--- config.mk ---
export PLATFORM = sky130hd
export DESIGN_NAME = sdram_stream_loader_flat
export DESIGN_NICKNAME = d
export VERILOG_FILES = /design/src/rtl/sdram_stream_loader_if.sv /design/src/rtl/sdram_stream_loader.sv /design/src/flat_wrapper.sv
export SDC_FILE = /design/constraint.sdc
export NUM_CORES = 1
export LEC_CHECK = 0
export BUFFER_PORTS_ARGS = -buffer_cell sky130_fd_sc_hd__buf_2
export CAP_MARGIN = 15
export CORE_AREA = 3 3 127 129
export CTS_CLUSTER_DIAMETER = 120
export DETAILED_ROUTE_END_ITERATION = 16
export DIE_AREA = 0 0 130 132
export GPL_TIMING_DRIVEN = 0
export PLACE_DENSITY = 0.49
export SLEW_MARGIN = 10
export SYNTH_ARGS = -nofsm -noshare
export SYNTH_HDL_FRONTEND = slang
export SYNTH_SLANG_ARGS = --single-unit
--- constraint.sdc ---
create_clock -name sdram_clk -period 1.8 [get_ports sdram_clk]
set_input_delay 0.09 -clock sdram_clk [delete_from_list [all_inputs] [get_ports sdram_clk]]
set_output_delay 0.09 -clock sdram_clk [all_outputs]
set_load 0.005 [all_outputs]
--- src/rtl/sdram_stream_loader_if.sv ---
`default_nettype none
// ============================================================================
//  Module      : sdram_bus (interface)
//  Description : Toggle-handshake word-write port between a stream loader
//                and an SDRAM controller. A request is outstanding while
//                req != ack; the controller completes it by making ack == req.
//  Revision    : 1.0 - initial release
// ============================================================================
interface sdram_bus #(
    parameter int ADDR_BITS = 22
);
    logic                 req;
    logic                 ack;
    logic                 we;
    logic [ADDR_BITS-1:0] address;
    logic [15:0]          data_write;

    modport master (
        output req,
        output address,
        output we,
        output data_write,
        input  ack
    );

    modport slave (
        input  req,
        input  address,
        input  we,
        input  data_write,
        output ack
    );
endinterface
`default_nettype wire

--- src/rtl/sdram_stream_loader.sv ---
`default_nettype none
// ============================================================================
//  Module      : sdram_stream_loader
//  Description : Packs an 8-bit byte stream into little-endian 16-bit words
//                and writes them to consecutive SDRAM word addresses through
//                a toggle req/ack bus, one request in flight at a time.
//  Revision    : 1.0 - initial release
// ============================================================================
module sdram_stream_loader #(
    parameter int ADDR_BITS = 22
) (
    input  logic                 sdram_clk,
    input  logic                 rst_n,
    input  logic                 start,
    input  logic [ADDR_BITS-1:0] base_addr,
    input  logic [ADDR_BITS:0]   length,
    input  logic [7:0]           s_data,
    input  logic                 s_valid,
    output logic                 s_ready,
    output logic                 busy,
    output logic                 done,
    sdram_bus.master             bus
);

    typedef enum logic [2:0] {
        ST_IDLE     = 3'd0,
        ST_LO       = 3'd1,
        ST_HI       = 3'd2,
        ST_ISSUE    = 3'd3,
        ST_WAIT_ACK = 3'd4,
        ST_FINISH   = 3'd5
    } state_t;

    localparam logic [ADDR_BITS-1:0] PTR_ONE = 1;
    localparam logic [ADDR_BITS:0]   REM_ONE = 1;
    localparam logic [ADDR_BITS:0]   REM_ZERO = '0;

    state_t               state_q;
    logic [ADDR_BITS-1:0] ptr_q;        // next SDRAM word address to write
    logic [ADDR_BITS:0]   remaining_q;  // bytes of the job not yet accepted
    logic                 busy_q;
    logic                 done_q;
    logic                 req_q;
    logic                 we_q;
    logic [ADDR_BITS-1:0] addr_q;
    logic [15:0]          wdata_q;

    // Stream is accepted only while collecting the low or high byte of a word
    always_comb begin
        s_ready = (state_q == ST_LO) || (state_q == ST_HI);
    end

    assign busy           = busy_q;
    assign done           = done_q;
    assign bus.req        = req_q;
    assign bus.we         = we_q;
    assign bus.address    = addr_q;
    assign bus.data_write = wdata_q;

    // Job sequencer: gathers byte pairs, issues one write, waits for its ack
    always_ff @(posedge sdram_clk or negedge rst_n) begin
        if (!rst_n) begin
            state_q     <= ST_IDLE;
            ptr_q       <= '0;
            remaining_q <= '0;
            busy_q      <= 1'b0;
            done_q      <= 1'b0;
            req_q       <= 1'b0;
            we_q        <= 1'b0;
            addr_q      <= '0;
            wdata_q     <= '0;
        end else begin
            done_q <= 1'b0;
            case (state_q)
                ST_IDLE: begin
                    if (start) begin
                        ptr_q       <= base_addr;
                        remaining_q <= length;
                        busy_q      <= 1'b1;
                        state_q     <= (length == REM_ZERO) ? ST_FINISH : ST_LO;
                    end
                end

                ST_LO: begin
                    if (s_valid) begin
                        wdata_q[7:0] <= s_data;
                        remaining_q  <= remaining_q - REM_ONE;
                        if (remaining_q == REM_ONE) begin
                            // Odd-length tail: the word is padded with zero
                            wdata_q[15:8] <= 8'h00;
                            state_q       <= ST_ISSUE;
                        end else begin
                            state_q <= ST_HI;
                        end
                    end
                end

                ST_HI: begin
                    if (s_valid) begin
                        wdata_q[15:8] <= s_data;
                        remaining_q   <= remaining_q - REM_ONE;
                        state_q       <= ST_ISSUE;
                    end
                end

                ST_ISSUE: begin
                    // A stale ack left over from an aborted job is absorbed here
                    if (req_q == bus.ack) begin
                        addr_q  <= ptr_q;
                        we_q    <= 1'b1;
                        req_q   <= ~req_q;
                        state_q <= ST_WAIT_ACK;
                    end
                end

                ST_WAIT_ACK: begin
                    if (bus.ack == req_q) begin
                        ptr_q   <= ptr_q + PTR_ONE;
                        state_q <= (remaining_q == REM_ZERO) ? ST_FINISH : ST_LO;
                    end
                end

                ST_FINISH: begin
                    done_q  <= 1'b1;
                    busy_q  <= 1'b0;
                    state_q <= ST_IDLE;
                end

                default: begin
                    state_q <= ST_IDLE;
                end
            endcase
        end
    end

endmodule
`default_nettype wire
--- src/flat_wrapper.sv ---
// flat-port wrapper written by rule: the top's interface ports become plain ports
module sdram_stream_loader_flat 
#(
    parameter int ADDR_BITS = 22
)
  (sdram_clk, rst_n, start, base_addr, length, s_data, s_valid, s_ready, busy, done, bus_req, bus_address, bus_we, bus_data_write, bus_ack);
  sdram_bus #(.ADDR_BITS(ADDR_BITS)) bus_i ();
  input  logic sdram_clk;
  input  logic rst_n;
  input  logic start;
  input  logic [ADDR_BITS-1:0] base_addr;
  input  logic [ADDR_BITS:0] length;
  input  logic [7:0] s_data;
  input  logic s_valid;
  output logic s_ready;
  output logic busy;
  output logic done;
  output wire logic [$bits(bus_i.req)-1:0] bus_req;
  output wire logic [$bits(bus_i.address)-1:0] bus_address;
  output wire logic [$bits(bus_i.we)-1:0] bus_we;
  output wire logic [$bits(bus_i.data_write)-1:0] bus_data_write;
  input wire logic [$bits(bus_i.ack)-1:0] bus_ack;
  assign bus_req = bus_i.req;
  assign bus_address = bus_i.address;
  assign bus_we = bus_i.we;
  assign bus_data_write = bus_i.data_write;
  assign bus_i.ack = bus_ack;
  sdram_stream_loader #(.ADDR_BITS(ADDR_BITS)) u_core (.sdram_clk(sdram_clk), .rst_n(rst_n), .start(start), .base_addr(base_addr), .length(length), .s_data(s_data), .s_valid(s_valid), .s_ready(s_ready), .busy(busy), .done(done), .bus(bus_i));
endmodule
-- Word level (Yosys, flattened, before mapping)
Index checks and enable logic that the tools add are counted.
- output and inout bits: 43
- logic and storage cells: 66
- bits of input ports: 58
- register bits: 90
- $add $sub $neg: 2
- eq/ne operators: 15
- multiplexer cells: 22
- bitwise gates (word level): 1
- reductions and logical operators: 16
- operators by type and width (cell ; number):
    $logic_not A23 Y1 ; 2
    $mux W23 ; 2
    $pmux W23 S2 ; 1
    $mux W22 ; 2
    $pmux W22 S2 ; 1
    $eq A23 B1 Y1 const B ; 1
    $sub A23 B1 Y23 const B ; 1
    $add A22 B1 Y22 const B ; 1
    $mux W3 ; 7
    $mux W16 ; 1
    $mux W8 ; 2
    $pmux W8 S2 ; 1
    $pmux W3 S5 ; 1
    $ne A2 B2 Y1 const B ; 4
    $reduce_bool A2 Y1 ; 4
    $eq A3 B2 Y1 const B ; 2
    $eq A3 B3 Y1 const B ; 2
    $ne A2 B1 Y1 const B ; 3
    $reduce_and A2 Y1 ; 3
    $reduce_and A3 Y1 ; 2
    $reduce_and A5 Y1 ; 1
    $reduce_and A4 Y1 ; 1
    $eq A3 B1 Y1 const B ; 1
    $logic_not A3 Y1 ; 1
    other kinds (6) ; 9

-- Longest topological paths before layout
- word-level depth: 4
- mapped depth: 8
- gate-level depth less buffers: 7

-- Worst setup path after synthesis
OpenSTA, ideal clock, no wires.
- path kind: reg2reg
- start: reg u_core.remaining_q[14]
- end: reg u_core.wdata_q[10] (netlist: u_core.bus.data_write[10])
- cell stages (with the launch flop): 6
- clock period less this slack: 1.872 ns
- buffers on the path: 0
- path slack: -0.072 ns
- arrival time: 1.746 ns
- library setup time: 0.126 ns
- data required time: 1.674 ns
- cell sequence: dfrtp_1 > nor4_4 > nand2_2 > or4_4 > a21boi_4 > o21ai_2
- word-level cells in the longest chain between the ends: 3
- ends and longest elaborated chain (what ; line ; RTL):
    start, declared ; sdram_stream_loader.sv:40 ; logic [ADDR_BITS:0] remaining_q;
    start signal, assigned ; sdram_stream_loader.sv:78 ; remaining_q <= length;
    start signal, assigned ; sdram_stream_loader.sv:87 ; remaining_q <= remaining_q - REM_ONE;
    start signal, assigned ; sdram_stream_loader.sv:101 ; remaining_q <= remaining_q - REM_ONE;
    $eq A23 B1 Y1 ; sdram_stream_loader.sv:88 ; if (remaining_q == REM_ONE) begin
    $ne A2 B2 Y1 (no line) ; - ;
    $reduce_and A4 Y1 (no line) ; - ;
    end signal, assigned ; sdram_stream_loader.sv:100 ; wdata_q[15:8] <= s_data;
    end, declared ; sdram_stream_loader.sv:46 ; logic [15:0] wdata_q;
Every way passes these cells.
A chain may end at the register's enable or synchronous reset.

-- Final worst setup path
- start: reg u_core.remaining_q[4]
- end: reg u_core.wdata_q[10] (netlist: u_core.bus.data_write[10])
The elaborated chain is that of the path after synthesis.

==> impl_results.md <==
* Status: finished with violations
* F_max at between 500 and 600 MHz
* H-tree levels at 3
* CP required at ~2.0 ns
* Mapped Cells at 503
* Ys Warns at 0
* Max-slew violations at 0
* Post-route clock period utilization at 1.056
* Synthesized area at about 4800 µm²
* Relative slew margins at 0.5399
* Vias per cell at approximately 5.4
* Main synth FF type: dfrtp_1
* Synth unique cells at 60
* Via count at 4658
* Final worst setup slack at -0.09995 ns
* Worst path cell trace: nor4_4 > buf_4 > nand4_1 > or4_4 > a21boi_4 > buf_12 > o21ai_2
* Post-synth top area share at 0.4666
* Worst Clk Skew at around 0.015 ns
* Synthesized flop and latch total at 90
* Critical Path AT at ~2.1 ns
* Hold Fails Final Rpt at 0
* Clock tree root buffer cell: clkbuf_16
* DRT iter0 DRCs at about 240
* Full die area at 17160 µm²
* Syn_nets at around 560
* Maxcap violations at 0
* Reg clk slew, reported paths at around 0.070 ns
* Post-synthesis average cell area at 9.597 µm²
* WL per Instance at ~18 µm
* CP Max Fanout at 8
* # nets final at ~730
* Asr flop ratio synth at 1.000
* EDFF count, synth at 0
* Drc violations at 0
* Minimum clock period at 1.900 ns
* Worst setup EP type: flip-flop
* Failing checks: negative setup slack
* Clk Latency, worst-skew pair at approximately 0.35 ns
* Core Region at about 15000 µm²
* Initial antenna violation count at 0
* Share of cells above drive strength 1 at 0.4330
* RSZ-0062 raised after global routing: yes
* CTS tree: done
* Total grt overflow at 0
* Die X at ~130 µm
* Critical Path Start Type: flip-flop
* Slew @ Worst Pin at 0.6902 ns
* GP Congestion at just over 0.8
* Overall global routing resource usage at 0.1720
* Post-route cell area at a little under 7000 µm²
* First-pass GRT wire length at between 20000 and 25000 µm
* Final ANT Viol Nets at 0
* Seq/Total Area, Yosys at 0.4666
* Vias in the first global route at about 4600
* Final wirelength at about 15000 µm
* Crit path kind: reg -> reg
* Synth area leader: dfrtp_1
* Clock sinks at 90
* Pwr Total at approximately 12 mW
* DRT Pass-1 Iters at 5
* Num CTS Buffers at 9
* Lkg Pwr at ~2.8 nW
* Dpl hpwl at 10190 µm
* Worst VDD drop at 642.9 µV
* Top cells by area, synth: dfrtp_1, mux2_2, a21oi_1, nand2_1, o21ai_0
* Worst path slowest cell: or4_4
* Largest net degree at the start of global routing at 52
* Pwr/cell area at between 1500 and 2000 nW/µm²
* Die height at ~130 µm
* Initial Utilization at 0.3187
* Endpoints failing setup at 10
* Final hold slack at around 0.047 ns
* Worst path max stage delay at roughly 0.46 ns
* Port buffer count at 100
* Antenna fix cells at 0
* Clock Tree Buf Depth at 2
* Area grow syn2layout at 40.10%
* I/O pin count at slightly above 100
* Hold Path Class: in -> reg
* Num rows at between 40 and 50
* Area after DPL at approximately 5600 µm²
area by class of cell:
cell class / instances / area (µm²)
buffer: 32 / 285.3
clock buffer: 9 / 225.2
clock inverter: 7 / 75.07
fill: 1459 / 8383
inverter: 15 / 63.81
multi-input combinational: 365 / 2587
sequential: 90 / 2262
tap: 188 / 235.2
timing repair buffer: 154 / 1028
state kept, by name, indices dropped and copies added, names as in the netlist:
name,cells
u_core.ptr_q,22
u_core.state_q,3
u_core.busy,1
u_core.remaining_q,23
u_core.bus.data_write,16
u_core.bus.req,1
u_core.bus.address,22
u_core.bus.we,1
u_core.done,1
placed cells by master, fill, tap and decap left out, types with 8 or more instances in the layout:
cell type,instances
a21oi_1,52
a31oi_1,8
buf_2,103
buf_4,37
buf_6,13
clkbuf_16,11
dfrtp_1,82
dfrtp_2,8
dlygate4sd3_1,14
inv_1,12
mux2_2,31
nand2_1,46
nand3_1,16
nand4_1,10
nor2_1,25
nor3_1,9
o21ai_0,28
o21ai_2,8
o22ai_1,14
metrics by stage:
stage                       util  setup slack [ns]  cells   TNS [ns]
after floorplan                -        -0.0003867    503  -0.003094
after global placement    0.3677           -0.5108    791     -55.56
after global routing      0.4465           -0.1362    860     -1.551
final                     0.4465          -0.09995    860    -0.8699
after detailed placement  0.3697           -0.4465    792     -24.83
after CTS                 0.4238          -0.09088    843    -0.6893
what timing repair did:
action | 4_1_cts | 5_1_grt
endpoints found under the setup margin | 83 | 76
endpoints found under the hold margin | 71 | 0
pin swaps | 13 | 13
resized for setup | 68 | 65
gates cloned | 0 | 2
hold buffers | 14 | 0
buffers inserted | 22 | 15
cell families (layout without fill, tap and decap cells):
family,after synthesis,in the layout,share of synthesized area
multiplexers,33,33,0.07646
adder cells (fa/ha/maj),3,3,0.007777
buffers and inverters,48,217,0.04588
XOR/XNOR,3,3,0.005444
AND/OR/NAND/NOR,161,161,0.1838
flip-flops,90,90,0.4666
AO/OA/AOI/OAI,165,165,0.2141
worst max-delay path: cells and delay by family, from the launching register on:
family,cells,cell delay (ns)
DFF,1,0.43
AOI/OAI and AO/OA,2,0.22
buffers and inverters,2,0.33
and+or+nand+nor,3,0.81
metal layers:
metal	wire length, µm	global-route usage	up-vias	part of all wire
met3	780	0.03849	29	0.051
met2	7172	0.2736	137	0.47
met5	0	0	-	0
li1	-	-	2199	-
met1	6797	0.2251	2293	0.45
met4	411	0.07044	0	0.027
synth_stat cells, types with 6 or more instances:
master	count
mux2_2	31
o2bb2ai_1	7
nand2_1	49
nand4_1	10
o21ai_2	8
inv_1	14
o21ai_0	32
nand3_1	17
a31oi_1	8
dfrtp_1	90
nor3_1	10
nor2_1	28
buf_2	11
nor4_1	8
a21oi_1	57
clkbuf_1	17
or3_1	6
o22ai_1	15
path summary, 6_finish.rpt:
check | start | end | slack, ns | cells past startpoint
min in group asynchronous | rst_n | u_core.remaining_q[16] | 0.33 | 2
min reg2reg | u_core.bus.we | u_core.bus.we | 0.48 | 1
max in group asynchronous | rst_n | u_core.ptr_q[0] | 0.80 | 3
max reg2reg | u_core.remaining_q[4] | u_core.bus.data_write[10] | -0.1 | 7
max | u_core.remaining_q[4] | u_core.bus.data_write[10] | -0.1 | 7
min | length[14] | u_core.remaining_q[14] | 0.05 | 3
where the power goes:
part / switching [mW] / leakage [nW] / internal, mW
registers: 0.946 / 1.02 / 3.03
logic: 3.28 / 1.64 / 3.17
clock network: 0.862 / 0.150 / 1.09
(Power assumes the default switching activity.)
